$ cat config.mk
export PLATFORM = sky130hd
export DESIGN_NAME = alu_issue_stage
export DESIGN_NICKNAME = d
export VERILOG_FILES = /design/src/rtl/alu_issue_stage.sv
export SDC_FILE = /design/constraint.sdc
export NUM_CORES = 1
export LEC_CHECK = 0
export CAP_MARGIN = 20
export CORE_AREA = 2 2 147 77
export CTS_CLUSTER_DIAMETER = 150
export DETAILED_ROUTE_END_ITERATION = 12
export DIE_AREA = 0 0 149 79
export PLACE_DENSITY = 0.8
export RECOVER_POWER = 100
export SKIP_CTS_REPAIR_TIMING = 1
export SYNTH_ARGS = -nofsm -noshare
export SYNTH_HDL_FRONTEND = slang
export SYNTH_SLANG_ARGS = --single-unit
$ cat constraint.sdc
create_clock -name clk_i -period 3.08 [get_ports clk_i]
set_clock_uncertainty 0.05 [all_clocks]
set_input_delay 0.616 -clock clk_i [delete_from_list [all_inputs] [get_ports clk_i]]
set_output_delay 0.616 -clock clk_i [all_outputs]
set_load 0.05 [all_outputs]
$ cat src/rtl/alu_issue_stage.sv
// ID/EX issue stage: decodes an RV32 instruction and its register operands into ALU control,
// operands and side-band control, held in one pipeline register with valid/ready on both sides.
module alu_issue_stage #(
    parameter int unsigned XLEN           = 32,
    parameter bit          ILLEGAL_AS_NOP = 1'b1
) (
    input  logic            clk_i,
    input  logic            rst_i,
    input  logic [31:0]     inst_i,
    input  logic [XLEN-1:0] rs1_data_i,
    input  logic [XLEN-1:0] rs2_data_i,
    input  logic            in_valid_i,
    output logic            in_ready_o,
    input  logic            flush_i,
    output logic            out_valid_o,
    input  logic            out_ready_i,
    output logic [2:0]      ALUCtrl_o,
    output logic [XLEN-1:0] data1_o,
    output logic [XLEN-1:0] data2_o,
    output logic [XLEN-1:0] store_data_o,
    output logic [4:0]      rd_o,
    output logic            reg_write_o,
    output logic            mem_read_o,
    output logic            mem_write_o,
    output logic            illegal_o
);

    localparam logic [2:0] ALU_NOP  = 3'b000;
    localparam logic [2:0] ALU_AND  = 3'b001;
    localparam logic [2:0] ALU_XOR  = 3'b010;
    localparam logic [2:0] ALU_SLL  = 3'b011;
    localparam logic [2:0] ALU_ADD  = 3'b100;
    localparam logic [2:0] ALU_SUB  = 3'b101;
    localparam logic [2:0] ALU_MUL  = 3'b110;
    localparam logic [2:0] ALU_SRAI = 3'b111;

    localparam logic [6:0] OP_REG   = 7'b0110011;
    localparam logic [6:0] OP_IMM   = 7'b0010011;
    localparam logic [6:0] OP_LOAD  = 7'b0000011;
    localparam logic [6:0] OP_STORE = 7'b0100011;

    logic [6:0]      opcode;
    logic [2:0]      f3;
    logic [6:0]      f7;
    logic [XLEN-1:0] imm_i;
    logic [XLEN-1:0] imm_s;
    logic [XLEN-1:0] shamt;

    assign opcode = inst_i[6:0];
    assign f3     = inst_i[14:12];
    assign f7     = inst_i[31:25];
    assign imm_i  = {{(XLEN-12){inst_i[31]}}, inst_i[31:20]};
    assign imm_s  = {{(XLEN-12){inst_i[31]}}, inst_i[31:25], inst_i[11:7]};
    assign shamt  = {{(XLEN-5){1'b0}}, inst_i[24:20]};

    logic [2:0]      dec_ctrl;
    logic [XLEN-1:0] dec_data1;
    logic [XLEN-1:0] dec_data2;
    logic [XLEN-1:0] dec_store;
    logic [4:0]      dec_rd;
    logic            dec_rw;
    logic            dec_mr;
    logic            dec_mw;
    logic            dec_illegal;

    always_comb begin
        dec_ctrl    = ALU_NOP;
        dec_data1   = '0;
        dec_data2   = '0;
        dec_store   = '0;
        dec_rw      = 1'b0;
        dec_mr      = 1'b0;
        dec_mw      = 1'b0;
        dec_illegal = 1'b1;
        case (opcode)
            OP_REG: begin
                dec_data2 = rs2_data_i;
                if (f7 == 7'b0000000) begin
                    case (f3)
                        3'b111:  begin dec_ctrl = ALU_AND; dec_illegal = 1'b0; end
                        3'b100:  begin dec_ctrl = ALU_XOR; dec_illegal = 1'b0; end
                        3'b001:  begin dec_ctrl = ALU_SLL; dec_illegal = 1'b0; end
                        3'b000:  begin dec_ctrl = ALU_ADD; dec_illegal = 1'b0; end
                        default: dec_illegal = 1'b1;
                    endcase
                end else if (f7 == 7'b0100000 && f3 == 3'b000) begin
                    dec_ctrl    = ALU_SUB;
                    dec_illegal = 1'b0;
                end else if (f7 == 7'b0000001 && f3 == 3'b000) begin
                    dec_ctrl    = ALU_MUL;
                    dec_illegal = 1'b0;
                end
                dec_rw = !dec_illegal;
            end
            OP_IMM: begin
                // canonical nop 0x00000013 is addi x0,x0,0 and decodes here naturally
                if (f3 == 3'b000) begin
                    dec_ctrl    = ALU_ADD;
                    dec_data2   = imm_i;
                    dec_rw      = 1'b1;
                    dec_illegal = 1'b0;
                end else if (f3 == 3'b101 && f7 == 7'b0100000) begin
                    dec_ctrl    = ALU_SRAI;
                    dec_data2   = shamt;
                    dec_rw      = 1'b1;
                    dec_illegal = 1'b0;
                end
            end
            OP_LOAD: begin
                if (f3 == 3'b010) begin
                    dec_ctrl    = ALU_ADD;
                    dec_data2   = imm_i;
                    dec_mr      = 1'b1;
                    dec_rw      = 1'b1;
                    dec_illegal = 1'b0;
                end
            end
            OP_STORE: begin
                if (f3 == 3'b010) begin
                    dec_ctrl    = ALU_ADD;
                    dec_data2   = imm_s;
                    dec_store   = rs2_data_i;
                    dec_mw      = 1'b1;
                    dec_illegal = 1'b0;
                end
            end
            default: dec_illegal = 1'b1;
        endcase
        if (dec_illegal) begin
            dec_ctrl  = ALU_NOP;
            dec_data2 = '0;
            dec_store = '0;
            dec_rw    = 1'b0;
            dec_mr    = 1'b0;
            dec_mw    = 1'b0;
        end else begin
            dec_data1 = rs1_data_i;
        end
        dec_rd = dec_rw ? inst_i[11:7] : 5'd0;
    end

    logic            valid_q,    valid_d;
    logic [2:0]      ctrl_q,     ctrl_d;
    logic [XLEN-1:0] data1_q,    data1_d;
    logic [XLEN-1:0] data2_q,    data2_d;
    logic [XLEN-1:0] store_q,    store_d;
    logic [4:0]      rd_q,       rd_d;
    logic            rw_q,       rw_d;
    logic            mr_q,       mr_d;
    logic            mw_q,       mw_d;
    logic            illegal_q,  illegal_d;
    logic            accept;
    logic            issue;

    assign in_ready_o = !valid_q || out_ready_i;
    assign accept     = in_valid_i && in_ready_o && !flush_i;
    assign issue      = !dec_illegal || ILLEGAL_AS_NOP;

    always_comb begin
        valid_d   = valid_q;
        ctrl_d    = ctrl_q;
        data1_d   = data1_q;
        data2_d   = data2_q;
        store_d   = store_q;
        rd_d      = rd_q;
        rw_d      = rw_q;
        mr_d      = mr_q;
        mw_d      = mw_q;
        illegal_d = illegal_q;
        // flush wins over both consume and accept
        if (flush_i) begin
            valid_d = 1'b0;
        end else if (accept) begin
            valid_d = issue;
            if (issue) begin
                ctrl_d    = dec_ctrl;
                data1_d   = dec_data1;
                data2_d   = dec_data2;
                store_d   = dec_store;
                rd_d      = dec_rd;
                rw_d      = dec_rw;
                mr_d      = dec_mr;
                mw_d      = dec_mw;
                illegal_d = dec_illegal;
            end
        end else if (valid_q && out_ready_i) begin
            valid_d = 1'b0;
        end
    end

    always_ff @(posedge clk_i) begin
        if (!rst_i) begin
            valid_q   <= 1'b0;
            ctrl_q    <= ALU_NOP;
            data1_q   <= '0;
            data2_q   <= '0;
            store_q   <= '0;
            rd_q      <= '0;
            rw_q      <= 1'b0;
            mr_q      <= 1'b0;
            mw_q      <= 1'b0;
            illegal_q <= 1'b0;
        end else begin
            valid_q   <= valid_d;
            ctrl_q    <= ctrl_d;
            data1_q   <= data1_d;
            data2_q   <= data2_d;
            store_q   <= store_d;
            rd_q      <= rd_d;
            rw_q      <= rw_d;
            mr_q      <= mr_d;
            mw_q      <= mw_d;
            illegal_q <= illegal_d;
        end
    end

    assign out_valid_o  = valid_q;
    assign ALUCtrl_o    = ctrl_q;
    assign data1_o      = data1_q;
    assign data2_o      = data2_q;
    assign store_data_o = store_q;
    assign rd_o         = rd_q;
    assign reg_write_o  = rw_q;
    assign mem_read_o   = mr_q;
    assign mem_write_o  = mw_q;
    assign illegal_o    = illegal_q;

endmodule
==> metrics.md, run 1 <==
| Metric | Value |
|---|---|
| Die footprint | `11800 um^2` |
| Synth Cell Area | `4120 um^2` |
| Synthesis-stage register bit count | `109` |
| Synth top area cells | `dfxtp_1 53%, a22o_1 8.5%, a22o_2 6.1%` |
| Worst-Skew Late Latency | `0.34 ns` |
| Crit Path Max Fanout | `6` |
| Dpl hpwl | `10100 um` |
| Fin cells | `770` |
| Initial DRC count | `313` |
| Synthesized Nets | `512` |
| Worst min path class | `register to register` |
| Critical Path RT | `3.29 ns` |
| Hold endpoint | `data2_o[29]$_SDFFE_PN0P_` |
| Vias in the first global route | `4120` |
| FP Rows | `27` |
| Share of layout cells above drive strength 1 | `12.5%` |
| CTS root buffer | `clkbuf_16` |
| Final setup fails | `0` |
| Int Pwr | `2.16 mW` |
| Post-synth top flop | `dfxtp_1` |
| Synth Area in Simple Gates | `10.5%` |
| Worst slew pin tran | `0.604 ns` |
| Xor/xnor cell area share of the yosys netlist | `0.425%` |
| Busiest grt layer | `met2` |
| CTS tree | `built` |
| Clock network power share | `40.5%` |
| Seq/Total Area, Yosys | `52.9%` |
| Max Clk Rate | `353 MHz` |
| Warnings, synthesis | `0` |
| Top-area cell type share of the netlist area | `52.9%` |
| Post-DP Area | `6450 um^2` |
| Core area | `10600 um^2` |
| Sw Pwr | `678 uW` |
| Synthesized-area fraction occupied by adder cells | `0%` |
| Main combinational cell family by area after synthesis | `compound AO/OA/AOI/OAI gates` |
| Sequential share of power | `49.7%` |
| Overall routed net length | `13700 um` |
| GP Congestion | `0.930` |
| Post-layout util | `63.5%` |
| Router iterations before antenna repair | `5` |
| Comb pwr share | `9.8%` |
| DR vias/cell | `5.40` |
| GR Overflow Total | `0` |
| CP startpoint kind | `primary input` |
| Mean Syn Cell Area | `10.0 um^2` |
| Initial core utilization | `38.9%` |
| Pwr dens | `422 nW/um^2` |
| Status | `completed` |
| Diode count | `0` |
| RSZ-0062 raised after global routing | `no` |
| CTS buffer count | `9` |
| Post-synthesis compound-gate area fraction | `32.3%` |
| Critical R2R Launch | `out_valid_o$_SDFFE_PP0P_` |
| CTS sink cnt | `109` |
| Cell area after layout | `6740 um^2` |
| Sw Share | `23.9%` |
| Worst r2r path cells | `8` |
| Die W | `149 um` |
| WP data arrival | `3.05 ns` |
| Chip Height | `79 um` |
| GRT met1 Usage | `30.8%` |
| Number of I/O pins | `211` |
| Slew Limit Fails | `0` |
| GRT met2 Usage | `35.7%` |
| Largest net degree at the start of global routing | `65` |
| GR Util met3 | `9.89%` |
| Hold path start | `data2_o[29]$_SDFFE_PN0P_` |
| Hold path depth | `2` |
| Inst Count DP | `754` |
| Synth area leader | `dfxtp_1` |
| DRC Markers | `0` |
| Antenna violations before repair | `0` |
| R2R Path End | `ALUCtrl_o[1]$_SDFFE_PN0P_` |
| Cell leakage power | `2.78 nW` |
| Total GRT Usage | `23.3%` |
| Max-Cap Viols | `0` |
| Final Critical Period | `2.83 ns` |
| Number of flops mapped to enable cells by yosys | `0` |
| Reg2Reg Setup Slack | `1.13 ns` |
| Area growth syn-to-layout | `63.3%` |
| Layout Nets | `721` |
| First-pass GRT wire length | `21700 um` |
| Wirelength per Cell | `17.8 um` |
| Clk buf depth | `2` |
| Detail Route Antenna Nets | `0` |
| Final Cycle Share | `92.0%` |
| Synth Instances | `411` |
| Max_slew headroom | `59.9%` |
| Clock-pin slew on the worst setup and hold paths | `0.07 ns` |
| Final TNS setup | `0 ns` |
| Ys async rst share | `0%` |
| Maximum vdd drop | `0.000282 V` |
| WS Path Type | `primary input to register` |
| I/O Buffers | `205` |
| H-tree levels | `3` |
| Endpoints failing hold | `0` |
| Library cells used by synthesis | `44` |
| Post-synthesis mux area share | `0%` |
| Vias | `4157` |
| Critical Path Sink Type | `register` |
[how the worst max path moves through the flow]
stage | from | end | slack (ns) | cells after the start
after detailed placement | inst_i[26] | ALUCtrl_o[1]$_SDFFE_PN0P_ | -0.06 | 7
after CTS | inst_i[26] | ALUCtrl_o[1]$_SDFFE_PN0P_ | 0.30 | 7
after global routing | inst_i[26] | data2_o[23]$_SDFFE_PN0P_ | 0.07 | 7
after floorplan | inst_i[26] | store_data_o[11]$_SDFFE_PN0P_ | 0.56 | 6
after global placement | inst_i[26] | store_data_o[6]$_SDFFE_PN0P_ | -0.004 | 7
final | inst_i[26] | ALUCtrl_o[1]$_SDFFE_PN0P_ | 0.25 | 7
[logic make-up after synthesis]
group,Yosys count
XOR/XNOR,2
AND/OR/NAND/NOR,85
buffers and inverters,35
flip-flops,109
AO/OA/AOI/OAI,180
[synth_stat cells (2+ instances only)]
cell	instances
clkbuf_1	22
a22o_1	40
a21oi_1	27
nand4_1	3
o211a_1	2
xor2_1	2
a31oi_1	6
buf_2	6
nor2b_1	3
o21ai_0	49
a22oi_1	7
nor3b_1	2
a211oi_1	5
nand2_1	46
and2_1	2
nor3_1	5
a32oi_1	5
or2_2	2
nand2b_1	4
a22o_2	25
o211ai_1	2
buf_6	3
inv_1	4
a211o_2	2
dfxtp_1	109
nand3_1	3
a2111o_1	3
nor2_1	6
[sequential cells by signal (all words and copies together), names as in the netlist]
name          cells
illegal_o         1
rd_o              5
data1_o          32
mem_write_o       1
mem_read_o        1
store_data_o     32
out_valid_o       1
data2_o          32
ALUCtrl_o         3
reg_write_o       1
[routing by layer]
layer	routed length (um)	vias to the layer above
met5	0	-
met2	5960	217
met4	121	0
li1	-	1959
met3	1720	17
met1	5930	1964
[layout make-up]
class                   count  area (um^2)
flip-flops and latches    109         2180
well taps                 145          181
clock inverters             5         43.8
clock buffers              11          253
inverters                   4         15.0
fillers                   834         3870
multi-input cells         267         1790
repair buffers            229         2270
[worst max-delay path, stage by stage]
cell and delay [ns]:
clkdlybuf4s50_1 0.41, or4_1 0.60, nor4b_2 0.45, o21ai_0 0.24
buf_4 0.19, a211o_2 0.34, o21ai_0 0.20
[cells in the final DEF, fill, tap and decap left out, drive strengths merged, types with 7 or more instances in the layout]
cell type	Yosys	routed
clkdlybuf4s50	0	94
dfxtp	109	109
nand2	46	46
a22oi	7	7
a21oi	27	27
o21ai	49	49
a22o	65	65
dlygate4sd3	0	110
clkbuf	22	14
buf	9	22
[stage by stage]
stage / hold WS, ns / power, mW / setup WS (ns)
after floorplan: 0.619 / 1.54 / 0.561
after global placement: 0.385 / 1.72 / -0.00444
after detailed placement: 0.393 / 1.72 / -0.0624
after CTS: 0.409 / 2.85 / 0.301
after global routing: 0.429 / 2.93 / 0.0676
final: 0.401 / 2.84 / 0.246
[power by group through the flow]
stage | logic, mW | registers [mW] | clock network (mW)
5_1_grt | 0.298 | 1.41 | 1.22
6_report | 0.279 | 1.41 | 1.15
4_1_cts | 0.278 | 1.41 | 1.16
2_1_floorplan | 0.0855 | 1.45 | 0
3_5_place_dp | 0.276 | 1.44 | 0
3_3_place_gp | 0.271 | 1.44 | 0
Power figures use the tool's default switching activity.
==> run 2: changes to the inputs <==
--- a/config.mk
+++ b/config.mk
@@ -16,3 +16,4 @@
 export SYNTH_ARGS = -nofsm -noshare
 export SYNTH_HDL_FRONTEND = slang
 export SYNTH_SLANG_ARGS = --single-unit
+export TNS_END_PERCENT = 20
==> results of run 2 <==
Same layout as run 1: the final DEF is identical, and so are final timing and power.
